`src/rtl/multichannel_pretrigger_buffer_if.sv`:
```
// Bus bundle for multichannel_pretrigger_buffer: per-channel front-end samples
// and delay select toward the buffer, delayed words and status back out.
// Channel c occupies the c-th slice of each packed vector.
interface multichannel_pretrigger_buffer_if #(
    parameter int P_N_CHANNELS     = 4,
    parameter int P_ADC_WIDTH      = 12,
    parameter int P_DISCR_WIDTH    = 8,
    parameter int P_PRE_CONF_WIDTH = 5
);
    localparam int CH_W = P_ADC_WIDTH + P_DISCR_WIDTH + 1;

    logic [P_N_CHANNELS*P_ADC_WIDTH-1:0]   adc_in;
    logic [P_N_CHANNELS*P_DISCR_WIDTH-1:0] discr_in;
    logic [P_N_CHANNELS-1:0]               tot_in;
    logic [P_PRE_CONF_WIDTH-1:0]           size_config;
    logic [P_N_CHANNELS*CH_W-1:0]          ptb_out;
    logic                                  rdy;
    logic                                  parity_err;

    // Front end / controller side
    modport master (
        output adc_in, discr_in, tot_in, size_config,
        input  ptb_out, rdy, parity_err
    );

    // Buffer side
    modport slave (
        input  adc_in, discr_in, tot_in, size_config,
        output ptb_out, rdy, parity_err
    );
endinterface

```
`src/rtl/multichannel_pretrigger_buffer.sv`:
```
// multichannel_pretrigger_buffer
// Delays the {discr, adc, tot} word of every channel by D = size_config + 1
// cycles. All channels share one circular store and one write pointer so the
// delayed streams stay sample-aligned. rdy marks when ptb_out carries real
// history; ptb_out is held at zero otherwise.
// Optional feature macro: MPTB_PARITY_EN (one even-parity bit per channel word,
// checked on read, sticky parity_err). Without it parity_err is tied low.
module multichannel_pretrigger_buffer #(
    parameter int P_N_CHANNELS          = 4,
    parameter int P_ADC_WIDTH           = 12,
    parameter int P_DISCR_WIDTH         = 8,
    parameter int P_PRE_CONF_WIDTH      = 5,
    parameter int P_USE_DISTRIBUTED_RAM = 1
) (
    input  logic                               clk,
    input  logic                               rst_n,
    multichannel_pretrigger_buffer_if.slave    bus
);
    localparam int CH_W   = P_ADC_WIDTH + P_DISCR_WIDTH + 1;
    localparam int AW     = P_PRE_CONF_WIDTH;
    localparam int DEPTH  = 2**AW;
    localparam int DATA_W = P_N_CHANNELS * CH_W;
`ifdef MPTB_PARITY_EN
    localparam int PAR_W  = P_N_CHANNELS;
`else
    localparam int PAR_W  = 0;
`endif
    localparam int MEM_W  = DATA_W + PAR_W;
    localparam logic [AW:0] FILL_MAX = (AW+1)'(DEPTH);

    logic [AW-1:0]     wr_ptr_reg, wr_ptr_next;
    logic [AW-1:0]     cfg_reg, cfg_next;
    logic [AW:0]       fill_cnt_reg, fill_cnt_next;
    logic              rdy_reg, rdy_next;
    logic              first_reg;
    logic [AW:0]       depth_sel;
    logic              load_cfg;
    logic [AW-1:0]     rd_addr;
    logic [DATA_W-1:0] wr_data;
    logic [MEM_W-1:0]  wr_word;
    logic [MEM_W-1:0]  rd_word_reg;

    // Pack each channel as {discr, adc, tot} at its slot of the store word
    for (genvar gi = 0; gi < P_N_CHANNELS; gi++) begin : g_pack
        assign wr_data[gi*CH_W +: CH_W] = {bus.discr_in[gi*P_DISCR_WIDTH +: P_DISCR_WIDTH],
                                           bus.adc_in[gi*P_ADC_WIDTH +: P_ADC_WIDTH],
                                           bus.tot_in[gi]};
    end

`ifdef MPTB_PARITY_EN
    logic [P_N_CHANNELS-1:0] wr_par;
    logic [P_N_CHANNELS-1:0] par_fail;
    logic                    parity_err_reg;

    // Even parity per channel: stored bit makes the total count of ones even
    for (genvar gi = 0; gi < P_N_CHANNELS; gi++) begin : g_par
        assign wr_par[gi]   = ^wr_data[gi*CH_W +: CH_W];
        assign par_fail[gi] = (^rd_word_reg[gi*CH_W +: CH_W]) ^ rd_word_reg[DATA_W + gi];
    end
    assign wr_word = {wr_par, wr_data};

    // Sticky error: any parity mismatch on a word read while rdy is high
    always_ff @(posedge clk or negedge rst_n) begin
        if (!rst_n) begin
            parity_err_reg <= 1'b0;
        end else if (rdy_reg && (|par_fail)) begin
            parity_err_reg <= 1'b1;
        end
    end
    assign bus.parity_err = parity_err_reg;
`else
    assign wr_word        = wr_data;
    assign bus.parity_err = 1'b0;
`endif

    // Next-state for pointer, configuration, fill count and ready flag.
    // The first edge after reset release is handled exactly like a config
    // change so that rdy only rises once D real samples sit behind the
    // read pointer (the reset edge itself never wrote anything).
    always_comb begin
        wr_ptr_next   = wr_ptr_reg + 1'b1;
        cfg_next      = cfg_reg;
        fill_cnt_next = fill_cnt_reg;
        rdy_next      = rdy_reg;
        depth_sel     = {1'b0, cfg_reg} + 1'b1;
        load_cfg      = first_reg || (bus.size_config != cfg_reg);
        if (load_cfg) begin
            // A change always wins over a simultaneous fill completion
            cfg_next      = bus.size_config;
            fill_cnt_next = '0;
            rdy_next      = 1'b0;
        end else begin
            if (fill_cnt_reg != FILL_MAX) begin
                fill_cnt_next = fill_cnt_reg + 1'b1;
            end
            if (fill_cnt_next == depth_sel) begin
                rdy_next = 1'b1;
            end
        end
    end

    // Read address is wr_ptr - (cfg + 1), which modulo the depth is wr_ptr + ~cfg.
    // With D equal to the full depth this is the slot being overwritten; the
    // read-before-write store returns the old (D-cycle-old) word.
    assign rd_addr = wr_ptr_reg + ~cfg_reg;

    // Control registers
    always_ff @(posedge clk or negedge rst_n) begin
        if (!rst_n) begin
            wr_ptr_reg   <= '0;
            cfg_reg      <= '0;
            fill_cnt_reg <= '0;
            rdy_reg      <= 1'b0;
            first_reg    <= 1'b1;
        end else begin
            wr_ptr_reg   <= wr_ptr_next;
            cfg_reg      <= cfg_next;
            fill_cnt_reg <= fill_cnt_next;
            rdy_reg      <= rdy_next;
            first_reg    <= 1'b0;
        end
    end

    // Circular store. Writes run unconditionally: while in reset the pointer
    // sits at 0 and that slot is rewritten on the first edge after release.
    if (P_USE_DISTRIBUTED_RAM != 0) begin : g_dist
        (* ram_style = "distributed" *) logic [MEM_W-1:0] store_reg [DEPTH];

        // Write current samples, register the D-cycle-old word
        always_ff @(posedge clk) begin
            store_reg[wr_ptr_reg] <= wr_word;
            rd_word_reg           <= store_reg[rd_addr];
        end
    end else begin : g_bram
        (* ram_style = "block" *) logic [MEM_W-1:0] store_reg [DEPTH];

        // Write current samples, register the D-cycle-old word
        always_ff @(posedge clk) begin
            store_reg[wr_ptr_reg] <= wr_word;
            rd_word_reg           <= store_reg[rd_addr];
        end
    end

    // Output is zero whenever the history is not yet valid; reset clears it at once
    assign bus.ptb_out = rdy_reg ? rd_word_reg[DATA_W-1:0] : '0;
    assign bus.rdy     = rdy_reg;

endmodule
```
`src/flat_wrapper.sv`:
```
// flat-port wrapper written by rule: the top's interface ports become plain ports
module multichannel_pretrigger_buffer_flat 
#(
    parameter int P_N_CHANNELS          = 4,
    parameter int P_ADC_WIDTH           = 12,
    parameter int P_DISCR_WIDTH         = 8,
    parameter int P_PRE_CONF_WIDTH      = 5,
    parameter int P_USE_DISTRIBUTED_RAM = 1
)
  (clk, rst_n, bus_adc_in, bus_discr_in, bus_tot_in, bus_size_config, bus_ptb_out, bus_rdy, bus_parity_err);
  multichannel_pretrigger_buffer_if #(.P_N_CHANNELS(P_N_CHANNELS), .P_ADC_WIDTH(P_ADC_WIDTH), .P_DISCR_WIDTH(P_DISCR_WIDTH), .P_PRE_CONF_WIDTH(P_PRE_CONF_WIDTH)) bus_i ();
  input  logic clk;
  input  logic rst_n;
  input wire logic [$bits(bus_i.adc_in)-1:0] bus_adc_in;
  input wire logic [$bits(bus_i.discr_in)-1:0] bus_discr_in;
  input wire logic [$bits(bus_i.tot_in)-1:0] bus_tot_in;
  input wire logic [$bits(bus_i.size_config)-1:0] bus_size_config;
  output wire logic [$bits(bus_i.ptb_out)-1:0] bus_ptb_out;
  output wire logic [$bits(bus_i.rdy)-1:0] bus_rdy;
  output wire logic [$bits(bus_i.parity_err)-1:0] bus_parity_err;
  assign bus_i.adc_in = bus_adc_in;
  assign bus_i.discr_in = bus_discr_in;
  assign bus_i.tot_in = bus_tot_in;
  assign bus_i.size_config = bus_size_config;
  assign bus_ptb_out = bus_i.ptb_out;
  assign bus_rdy = bus_i.rdy;
  assign bus_parity_err = bus_i.parity_err;
  multichannel_pretrigger_buffer #(.P_N_CHANNELS(P_N_CHANNELS), .P_ADC_WIDTH(P_ADC_WIDTH), .P_DISCR_WIDTH(P_DISCR_WIDTH), .P_PRE_CONF_WIDTH(P_PRE_CONF_WIDTH), .P_USE_DISTRIBUTED_RAM(P_USE_DISTRIBUTED_RAM)) u_core (.clk(clk), .rst_n(rst_n), .bus(bus_i));
endmodule
```
`config.mk`:
```
export PLATFORM = sky130hd
export DESIGN_NAME = multichannel_pretrigger_buffer_flat
export DESIGN_NICKNAME = d
export VERILOG_FILES = /design/src/rtl/multichannel_pretrigger_buffer_if.sv /design/src/rtl/multichannel_pretrigger_buffer.sv /design/src/flat_wrapper.sv
export SDC_FILE = /design/constraint.sdc
export NUM_CORES = 2
export LEC_CHECK = 0
export ABC_AREA = 1
export CAP_MARGIN = 10
export CORE_ASPECT_RATIO = 1.75
export CORE_MARGIN = 4
export CORE_UTILIZATION = 40
export DETAILED_ROUTE_END_ITERATION = 8
export PLACE_DENSITY = 0.62
export SYNTH_ARGS = -nofsm -noshare
export SYNTH_HDL_FRONTEND = slang
export SYNTH_SLANG_ARGS = --single-unit
```
`constraint.sdc`:
```
create_clock -name clk -period 6.5 [get_ports clk]
set_input_delay 1.3 -clock clk [delete_from_list [all_inputs] [get_ports clk]]
set_output_delay 1.3 -clock clk [all_outputs]
set_load 0.1 [all_outputs]
```
## After elaboration in Yosys (flattened, before gate mapping)

Memory sizes are Yosys's and may differ from the RTL's. A register that Yosys moved wholly into a read port is not among the register bits.
Index checks and enable logic that the tools add are counted.

- Bits in writable memories: 2688
- Output and inout port bits: 86
- Memories kept: 1
- Bits in registers: 18

- Reductions and logical operators: 2
- Equality and inequality tests: 3
- Add/sub/neg operators: 4
- Bitwise operators: 1
- Multiplexer cells: 6

Memories:

| name | depth | bits a word | rd ports | clocked after memory_dff | write ports | RTL line | source |
|---|---|---|---|---|---|---|---|
| u_core.g_dist.store_reg | 32 | 84 | 1 | 1 | 1 | multichannel_pretrigger_buffer.sv:127 | `(* ram_style = "distributed" *) logic [MEM_W-1:0] store_reg [DEPTH];` |

Operators with widths:

| operator | number |
|---|---|
| 2-to-1 mux 84 bit | 1 |
| 2-to-1 mux 6 bit | 3 |
| adder 5 x 1 -> 6 bit, second input constant | 1 |
| adder 6 x 1 -> 6 bit, second input constant | 1 |
| equality test 6 bit | 1 |
| != test 6 bit, second input constant | 1 |
| adder 5 x 1 -> 5 bit, second input constant | 1 |
| adder 5 bit | 1 |
| != test 5 bit | 1 |
| inverter 5 bit | 1 |
| 2-to-1 mux 1 bit | 2 |
| nonzero test 2 bit | 1 |
| logical OR 1 bit | 1 |

## Logic depth before layout (Yosys ltp)

- Word-level depth: 6
- Mapped depth: 14

## Worst setup path after synthesis

OpenSTA, ideal clock, no wires.

- Path type: flip-flop to flip-flop
- Start: register u_core.wr_ptr_reg[1]
- End: memory u_core.g_dist.store_reg[15][0] (netlist name), enable pin
- Arrival time: 4288 ps
- Cell stages (with the launch flop): 4
- Buffers on the path: 0
- Path slack: 1685 ps
- Data required time: 5973 ps
- Cell sequence: dfrtp_1 > ha_1 > inv_1 > nor2_1

RTL lines:

| item | RTL line | source |
|---|---|---|
| start, declared | multichannel_pretrigger_buffer.sv:31 | `logic [AW-1:0] wr_ptr_reg, wr_ptr_next;` |
| start signal, assigned | multichannel_pretrigger_buffer.sv:116 | `wr_ptr_reg <= wr_ptr_next;` |
| end, declared | multichannel_pretrigger_buffer.sv:127 |  |

Straight into the memory's write port.

## Worst setup path in the final report

- Start: register u_core.rdy_reg (netlist: u_core.bus.rdy)
- End: output bus_ptb_out[51]

- Longest elaborated chain between the ends: 1

RTL lines:

| item | RTL line | source |
|---|---|---|
| start, declared | multichannel_pretrigger_buffer.sv:34 | `logic rdy_reg, rdy_next;` |
| start signal, assigned | multichannel_pretrigger_buffer.sv:119 | `rdy_reg <= rdy_next;` |
| 2-to-1 mux 84 bit | multichannel_pretrigger_buffer.sv:145 | `assign bus.ptb_out = rdy_reg ? rd_word_reg[DATA_W-1:0] : '0;` |
| end, declared | flat_wrapper.sv:18 | `output wire logic [$bits(bus_i.ptb_out)-1:0] bus_ptb_out;` |

No other way between the ends.

==> impl_metrics.yaml <==
floorplanning:
  io_pins: 177
  die_h_um: 701
  num_rows: 254
  die_area_um2: 283000
  start_util: 0.401
  core-area_um2: 273000
  die_w_um: 404
setup_path:
  critPathLaunch: "u_core.bus.rdy$_DFFE_PN0P_"
  crit_arrival_ns: 3.59
  cp_max_fo: 34
  r2r-start: "u_core.cfg_reg[0]$_DFFE_PN0N_"
  critPathCapture: "bus_ptb_out[51]"
  reg2reg_depth: 10
  critical_path_class: "reg -> out"
  worst_ep_required_time_ns: 5.20
  worstSetupEndpointType: "output pin"
  r2r_end: "u_core.rd_word_reg[19]$_DFF_P_"
  r2r_slack_ns: 2.58
  critPathLaunchType: "flop"
global_route:
  antenna_found_initial: 35
  grt.overflow.total: 0
  grt_pass1_wl_mm: 458
  first_global_vias: 67594
  grtUsageTotal: 0.218
  grt_max_degree: 224
final_layout:
  final_cells: 12288
  utilization: 0.449
  fin_nets: 8595
  final_area_um2: 123000
  syn_to_final_growth_pct: 11.9
  largest_register_ff_count: 2688
  drive_above_1_share: 0.0614
clocking:
  clock-root-buffer: "clkbuf_16"
  cts.sinks: 2790
  clk_latency_ns: 0.90
  cts_tree: "yes"
  cts_buffers: 232
  ctsResizeCount: 0
  hold_buffers: 0
  cts_max_path_buffers: 4
  postCtsSetupBuffers: 0
  cts.reportedPaths.clkPinSlew_ns: 0.07
  htreeDepth: 4
worst_hold_path:
  min_path_cells: 1
  hold_path.class: "reg -> reg"
  hold_start: "u_core.wr_ptr_reg[0]$_DFF_PN0_"
sta:
  slew_headroom: 0.124
  finalWorstSetupSlack_ns: 1.61
  rsz0062_at_grt: "false"
  drv_slew: 0
  worst_pin_slew_ns: 1.31
  fmax_mhz: 204
  setup_viol: 0
  fin_crit_ns: 4.89
  hold_viol: 0
  tns_ns: 0
  timing.hold.ws_ns: 0.641
  fin_crit_sh: 0.753
  fin_skew_ns: 0.0364
detailed_routing:
  drtIter0Drc: 7957
  drcViolationCount: 0
  num_vias: 70168
  via_per_inst: 5.71
  ant_nets: 0
  drt_wl_total_mm: 319
  first_pass_iters: 5
  wire_per_inst_um: 25.9
placement:
  port_buffers: 175
  place_ws_ns: 2.44
  dp.cells: 11841
  dp_hpwl_mm: 154
  post_dp_cell_area_um2: 115000
  routabilityCongestion: 0.761
yosys:
  yosys_register_bits: 2790
  syn_area_per_cell_um2: 12.9
  synthCells: 8523
  synth_top_family_by_area: "compound AO/OA/AOI/OAI gates"
  yosysWarnings: 0
  syn-cell-area_um2: 110000
  synth_cell_types: 29
  synth_xor_area_frac: 0.00109
  synth_compound_area_frac: 0.108
  synth_mux_area_frac: 0
  synthAdderAreaFrac: 0.00144
  ys_seq_area_frac: 0.755
  yosys.area_share.simple: 0.106
power:
  p_clk_frac: 0.383
  power_mw: 36.5
  p_sw_mw: 8.32
  p_comb_frac: 0.072
  power.share.sequential: 0.545
  swShare: 0.228
  ir_worst_vdd_uv: 262
  leakagePower_nw: 39.8
  intPower_mw: 28.2
  powerDensity_nw_per_um2: 298
status:
  status: "finished, final reports clean"
flow_run:
  maxCapViolCount: 0
power groups by stage:
| stage | combinational [mW] | clock (mW) | sequential [mW] |
|---|---|---|---|
| 2_1_floorplan | 1.70 | 0 | 20.2 |
| 3_3_place_gp | 2.57 | 0 | 20.3 |
| 3_5_place_dp | 2.63 | 0 | 20.3 |
| 4_1_cts | 2.64 | 14.2 | 19.9 |
| 5_1_grt | 2.93 | 14.9 | 19.9 |
| 6_report | 2.64 | 14.0 | 19.9 |
layout by cell type (no fill, tap or decap), types with 2 or more instances in the layout:
cell type        Yosys  final
clkinv_1             0     38
dfxtp_1             84     84
clkinv_4             0      2
xor2_1               6      5
nand2_1            550    550
inv_16               0      2
nand3_1            353    353
xnor2_1              4      3
nor2_1            2064   2032
edfxtp_1          2688   2688
dfrtp_1             17     16
diode_2              0     21
buf_4               59    115
buf_12               0     36
conb_1               1      2
clkinv_2             0     45
clkinvlp_4           0      9
bufinv_16            0     19
clkdlybuf4s50_1      0    175
nor2_4               0     32
clkbuf_1           322     49
nand4_1              5      5
a21oi_1              7      7
o21ai_1             14     14
inv_6                0      3
xor2_4               0      2
ha_1                11     10
clkbuf_8             0     23
inv_8                0      3
inv_1              112    112
o211ai_1           672    672
clkbuf_16            0    235
o21ai_0           1333   1333
per-layer routing:
metal	vias up	global-route usage	routed length, um
li1	30885	-	-
met1	35574	0.275	123000
met2	3048	0.383	160000
met3	657	0.0241	22300
met4	4	0.0857	13400
met5	-	0	23
area by class of cell:
type | instances | area (um^2)
well taps | 3584 | 4480
diodes | 21 | 52.6
clock buffers | 306 | 6360
multi-input cells | 5026 | 24000
inverters | 115 | 452
clock inverters | 119 | 1120
repair buffers | 327 | 3360
fillers | 24095 | 151000
flip-flops and latches | 2790 | 82900
worst min-delay path by stage:
stage | to | slack, ns
2_1_floorplan | u_core.wr_ptr_reg[0]$_DFF_PN0_ | 0.51
3_3_place_gp | u_core.wr_ptr_reg[0]$_DFF_PN0_ | 0.59
3_5_place_dp | u_core.wr_ptr_reg[0]$_DFF_PN0_ | 0.62
4_1_cts | u_core.wr_ptr_reg[0]$_DFF_PN0_ | 0.64
5_1_grt | u_core.wr_ptr_reg[0]$_DFF_PN0_ | 0.65
6_report | u_core.wr_ptr_reg[0]$_DFF_PN0_ | 0.64
worst max-delay path, stage by stage (launching register included):
cell and delay, ns:
dfrtp_4 0.86, buf_4 0.47, nand2_1 0.11, inv_1 0.08, clkdlybuf4s50_1 1.12
cell families (layout without fill, tap and decap cells):
| family | Yosys count | count (layout) |
|---|---|---|
| simple gates | 2972 | 2972 |
| compound gates | 2028 | 2028 |
| fa+ha+maj | 12 | 12 |
| buf+inv | 708 | 867 |
| other cells | 1 | 23 |
| xor+xnor | 12 | 12 |
| flops | 2790 | 2790 |
synthesized netlist by cell type (all sizes together):
master	n	area share
a211oi	1	0.000068
a21oi	7	0.00032
buf	270	0.013
clkbuf	323	0.011
conb	1	0.000034
dfrtp	17	0.0039
dfstp	1	0.00024
dfxtp	84	0.015
edfxtp	2688	0.74
fa	1	0.00018
ha	11	0.0013
inv	115	0.0039
nand2	550	0.019
nand3	353	0.016
nand4	5	0.00029
nor2	2064	0.071
o211ai	672	0.046
o21ai	1347	0.061
o22ai	1	0.000057
xnor2	5	0.00047
xor2	7	0.00063
Power figures use the tool's default switching activity.
